===== config.mk =====
export PLATFORM = sky130hd
export DESIGN_NAME = bin2bcd_seq
export DESIGN_NICKNAME = d
export VERILOG_FILES = /design/src/rtl/bin2bcd_seq.sv
export SDC_FILE = /design/constraint.sdc
export NUM_CORES = 1
export LEC_CHECK = 0
export ABC_AREA = 1
export CORE_ASPECT_RATIO = 1.1
export CORE_MARGIN = 2
export CORE_UTILIZATION = 49
export DETAILED_ROUTE_END_ITERATION = 8
export GPL_ROUTABILITY_DRIVEN = 0
export PLACE_DENSITY = 0.72
export SETUP_SLACK_MARGIN = 0.2
export SLEW_MARGIN = 20
export SYNTH_ARGS = -nofsm -noshare
export SYNTH_HDL_FRONTEND = slang
export SYNTH_SLANG_ARGS = --single-unit

===== constraint.sdc =====
create_clock -name i_clk -period 1.7 [get_ports i_clk]
set_clock_uncertainty 0.2 [all_clocks]
set_input_delay 0.51 -clock i_clk [delete_from_list [all_inputs] [get_ports i_clk]]
set_output_delay 0.51 -clock i_clk [all_outputs]
set_load 0.03 [all_outputs]

===== src/rtl/bin2bcd_seq.sv =====
// bin2bcd_seq: sequential binary-to-BCD converter (shift-and-add-3, one bit
// per clock). Produces six packed BCD digits for the seven-segment display
// path plus an overflow flag for inputs above 999999.
//
// Build option: define BIN2BCD_SATURATE_EN to clamp the displayed value to
// 999999 on overflow. Without it the lower six digits (value mod 1000000)
// are shown. Conversion timing is the same in both builds.

module bin2bcd_seq #(
  parameter int IN_WIDTH = 20  // legal range 4..20
) (
  input  logic                i_clk,
  input  logic                i_rst_n,
  input  logic                i_start,
  input  logic [IN_WIDTH-1:0] i_bin,
  output logic                o_busy,
  output logic                o_valid,
  output logic [23:0]         o_bcd,
  output logic                o_overflow
);

  // Seven BCD digits: six visible digits plus one overflow digit, enough for
  // the largest 20-bit input (1048575).
  localparam int ACC_W = 28;
  localparam int CNT_W = $clog2(IN_WIDTH + 1);
  localparam logic [CNT_W-1:0] LAST_CNT = CNT_W'(IN_WIDTH - 1);

  typedef enum logic [1:0] {
    ST_IDLE  = 2'd0,
    ST_SHIFT = 2'd1,
    ST_DONE  = 2'd2
  } state_t;

  state_t state, state_next;

  logic [IN_WIDTH-1:0] bin_sr;
  logic [ACC_W-1:0]    acc;
  logic [CNT_W-1:0]    cnt;
  logic [23:0]         bcd_q;
  logic                ovf_q;

  // FSM control strobes
  logic accept;     // start accepted this edge (IDLE or DONE)
  logic shift_en;   // perform one double-dabble step this edge
  logic last_step;  // this edge performs the final step

  // Datapath combinational values
  logic [ACC_W-1:0]          acc_adj;
  logic [ACC_W+IN_WIDTH-1:0] shifted;
  logic [ACC_W-1:0]          acc_next;
  logic [IN_WIDTH-1:0]       bin_next;
  logic                      ovf_next;
  logic [23:0]               bcd_next;

  // Add 3 to each digit that is 5 or more, so the following left shift
  // carries correctly into the next decimal digit.
  function automatic logic [ACC_W-1:0] add3_digits(input logic [ACC_W-1:0] a);
    logic [ACC_W-1:0] r;
    r = a;
    for (int k = 0; k < ACC_W / 4; k++) begin
      if (a[4*k +: 4] >= 4'd5) begin
        r[4*k +: 4] = a[4*k +: 4] + 4'd3;
      end
    end
    return r;
  endfunction

  // State register.
  // NOTE: every clocked block uses non-blocking assignments so all registers
  // update together on the edge; blocking here would create order-dependent
  // simulation and mismatch the synthesized flops.
  always_ff @(posedge i_clk or negedge i_rst_n) begin
    if (!i_rst_n) begin
      state <= ST_IDLE;
    end else begin
      state <= state_next;
    end
  end

  // Next-state logic and control strobes.
  // NOTE: every signal written here gets a default first, otherwise a missed
  // branch would infer a latch.
  always_comb begin
    state_next = state;
    accept     = 1'b0;
    shift_en   = 1'b0;
    last_step  = 1'b0;
    unique case (state)
      ST_IDLE: begin
        if (i_start) begin
          accept     = 1'b1;
          state_next = ST_SHIFT;
        end
      end
      ST_SHIFT: begin
        // i_start is deliberately ignored here: no queueing of requests.
        shift_en = 1'b1;
        if (cnt == LAST_CNT) begin
          last_step  = 1'b1;
          state_next = ST_DONE;
        end
      end
      ST_DONE: begin
        // Back-to-back: a start in DONE re-enters SHIFT directly.
        if (i_start) begin
          accept     = 1'b1;
          state_next = ST_SHIFT;
        end else begin
          state_next = ST_IDLE;
        end
      end
      default: begin
        state_next = ST_IDLE;
      end
    endcase
  end

  // One double-dabble step: adjust digits, then shift {acc, bin} left by one.
  // The top accumulator bit falls off; it is always zero for legal widths.
  always_comb begin
    acc_adj  = add3_digits(acc);
    shifted  = {acc_adj, bin_sr} << 1;
    acc_next = shifted[ACC_W+IN_WIDTH-1:IN_WIDTH];
    bin_next = shifted[IN_WIDTH-1:0];
  end

  // Final result formatting from the accumulator as it will be after the
  // last step. The seventh digit nonzero means the input exceeded 999999.
  always_comb begin
    ovf_next = (acc_next[27:24] != 4'd0);
`ifdef BIN2BCD_SATURATE_EN
    bcd_next = ovf_next ? 24'h999999 : acc_next[23:0];
`else
    bcd_next = acc_next[23:0];
`endif
  end

  // Working registers: binary shift register, BCD accumulator, bit counter.
  always_ff @(posedge i_clk or negedge i_rst_n) begin
    if (!i_rst_n) begin
      bin_sr <= '0;
      acc    <= '0;
      cnt    <= '0;
    end else if (accept) begin
      bin_sr <= i_bin;
      acc    <= '0;
      cnt    <= '0;
    end else if (shift_en) begin
      bin_sr <= bin_next;
      acc    <= acc_next;
      cnt    <= cnt + 1'b1;
    end
  end

  // Result registers: updated only on the final step so the outputs never
  // show partial results and hold across idle periods.
  always_ff @(posedge i_clk or negedge i_rst_n) begin
    if (!i_rst_n) begin
      bcd_q <= 24'h000000;
      ovf_q <= 1'b0;
    end else if (last_step) begin
      bcd_q <= bcd_next;
      ovf_q <= ovf_next;
    end
  end

  // Status outputs decode directly from the state register (glitch-free).
  assign o_busy     = (state == ST_SHIFT);
  assign o_valid    = (state == ST_DONE);
  assign o_bcd      = bcd_q;
  assign o_overflow = ovf_q;

endmodule


==> flow_summary.toml <==
[floorplanning]
rows = 33
die_x_um = 88.0
dieArea_um2 = 8490
start_util = 0.506
die_h_um = 96.4
core_area_um2 = 7510
io_pins = 50

[clock_tree]
clock_latency_ns = 0.36
cts_htree_levels = 3
cts_root_buf = "clkbuf_8"
cts.clk_slew.worst_paths_ns = 0.08
clockBufferDepth = 2
tritoncts = "yes"
clock-sinks = 80
cts_buffers = 9

[routing]
ant_nets = 0
vias_per_cell = 5.40
wl_met1_mm = 4.27
detailedRoute.firstIterationViolations = 174
wl_per_cell_um = 17.2
first_pass_iters = 4
wl_met2_mm = 6.33
topRoutingLayerUsed = "met4"
met3_length_um = 505
via_count = 3625
routed_wl_mm = 11.5
drcViolationCount = 0

[worst_hold_path]
min_path_type = "reg -> reg"
hold_path_startpoint = "o_bcd[15]"
min_to = "o_bcd[15]"
whs_path_depth = 2

[setup_path]
r2r_slack_ns = -0.18
crit_required_ns = 0.99
crit_family = "flip-flops"
reg2regPathDepth = 9
cpPeakStageDelay_ns = 0.45
path_max_fanout = 2
crit_buf_inv = 2
critical_path_arrival_ns = 1.19
crit_path_start_kind = "flip-flop"
reg2reg_to = "o_bcd[21]"
critPathKind = "reg -> out"
path_cells = "inv_2 -> nor2_8 -> buf_6"
endpoint_kind = "output pin"
worst_path_max_delay_cell = "dfrtp_1"
timing.rr.start = "state[0]"

[sta]
fin_ws_ns = -0.200
final_hold_viol_count = 0
max_freq_mhz = 526
hold_slack_ns = 0.301
fin_crit_sh = 1.12
max-slew-margin-rel = 0.725
rsz0062_at_grt = "yes"
tightest_slew_ns = 0.412
drv_slew = 0
setup_violations = 80
layout_min_cycle_time_ns = 1.90

[finish]
stdcell_count = 671
n_antenna_cell = 0
nets = 600
layout-drive-gt1-share = 0.367
fill_cells = 447
final_cell_mix = "115 x nand2_1, 78 x dfrtp_1, 59 x inv_1"
final_common_cell = "nand2_1"
syn_to_final_growth_pct = 58.1

[logic_synthesis]
synth.net_count = 477
synthesis.area_um2 = 3800
synth_seq_area_share = 0.526
yosys_register_bits = 80
synth.distinct_cells = 25
ys_warn_count = 0
synth_cells = 439
avgSynthCellArea_um2 = 8.67

[global_routing]
grt_pass1_vias = 3597
globalRouteOverflowTotal = 0
grt_max_degree = 32
grt_pass1_wl_mm = 16.8
gr-usage-all-layers = 0.264
antenna_found_initial = 0

[status]
violations = "negative setup slack"
status = "complete, but fails checks"

[power]
worst_ir_drop_vdd_mv = 0.871
power.density_nw_per_um2 = 2110
fin_total_pwr_uw = 12700
power.leakage_uw = 0.00291

[flow_run]
maxCapViolations = 0

[placed_design]
place_inst = 593
place_hpwl_mm = 5.81
io_buffer_count = 49
worst register-to-register path: cells and delay by family (launching register included):
family,cells,cell delay [ns]
simple gates,4,0.41
flops,1,0.45
buf+inv,5,0.70
timing repair:
item	in CTS	in global routing
resized for setup	138	42
endpoints found under the setup margin	103	107
buffers inserted	41	11
hold endpoints to repair	20	0
cloned	9	1
hold buffers	1	0
pin swaps	8	2
cells by family after synthesis:
| family | synth area share |
|---|---|
| buffers and inverters | 0.0901 |
| adders and majority gates | 0.0493 |
| AOI/OAI and AO/OA | 0.143 |
| xor gates and xnor gates | 0.0230 |
| DFF | 0.526 |
| and+or+nand+nor | 0.168 |
area by class of cell:
class	instances	area, um2	area share
clock buffer	12	165	0.0274
clock inverter	3	40.0	0.00665
inverter	68	278	0.0462
multi-input combinational	275	1890	0.314
sequential	80	2000	0.333
tap	105	131	0.0218
timing repair buffer	127	1510	0.250
timing repair inverter	1	6.26	0.00104
layer usage:
layer | track usage | vias up
met4 | 0.128 | 0
met2 | 0.487 | 135
met3 | 0.0459 | 32
met1 | 0.293 | 1791
met5 | 0 | -
li1 | - | 1667
Yosys cell counts:
cell | count | area [um2]
o21ai_1 | 12 | 60.1
a21oi_1 | 8 | 40.0
nor2_8 | 1 | 20.0
inv_4 | 1 | 6.26
o21ai_0 | 36 | 180
nand4_1 | 3 | 18.8
inv_2 | 3 | 11.3
or2_2 | 1 | 6.26
o221ai_1 | 19 | 166
xor2_1 | 10 | 87.6
nand2_1 | 130 | 488
o21a_1 | 3 | 22.5
nand3_1 | 4 | 20.0
a31oi_1 | 1 | 6.26
buf_6 | 2 | 22.5
dfrtp_1 | 80 | 2000
nor2_1 | 19 | 71.3
o22ai_1 | 11 | 68.8
inv_1 | 64 | 240
ha_1 | 15 | 188
clkbuf_1 | 5 | 18.8
buf_1 | 1 | 3.75
nand3_2 | 1 | 10.0
buf_2 | 8 | 40.0
nand2_2 | 1 | 6.26
power breakdown:
group	switching, uW	internal [uW]
logic	4310	3560
registers	587	2780
clock network	686	786
stage by stage:
stage | area, um2 | TNS [ns] | utilization | worst slack (ns)
after floorplan | 3830 | 0 | - | 0.167
after global placement | 4480 | -7.04 | 0.596 | -0.158
after detailed placement | 4480 | -8.83 | 0.596 | -0.209
after CTS | 5700 | -1.34 | 0.759 | -0.155
after global routing | 6020 | -6.68 | 0.801 | -0.194
final | 6020 | -5.96 | 0.801 | -0.200
sequential cells by signal, indices dropped and copies added (netlist names):
signal / flops
state: 2
cnt: 5
acc: 28
o_overflow: 1
o_bcd: 24
bin_sr: 20
worst max path at each step:
| stage | start | end | slack (ns) | cells past startpoint |
|---|---|---|---|---|
| floorplan | state[1] | o_busy | 0.17 | 2 |
| global placement | i_start | bin_sr[19] | -0.16 | 5 |
| detailed placement | i_start | cnt[3] | -0.21 | 6 |
| CTS | state[0] | o_busy | -0.16 | 3 |
| global route | state[0] | o_busy | -0.19 | 3 |
| finish | state[0] | o_busy | -0.20 | 3 |
(Power assumes the default switching activity.)
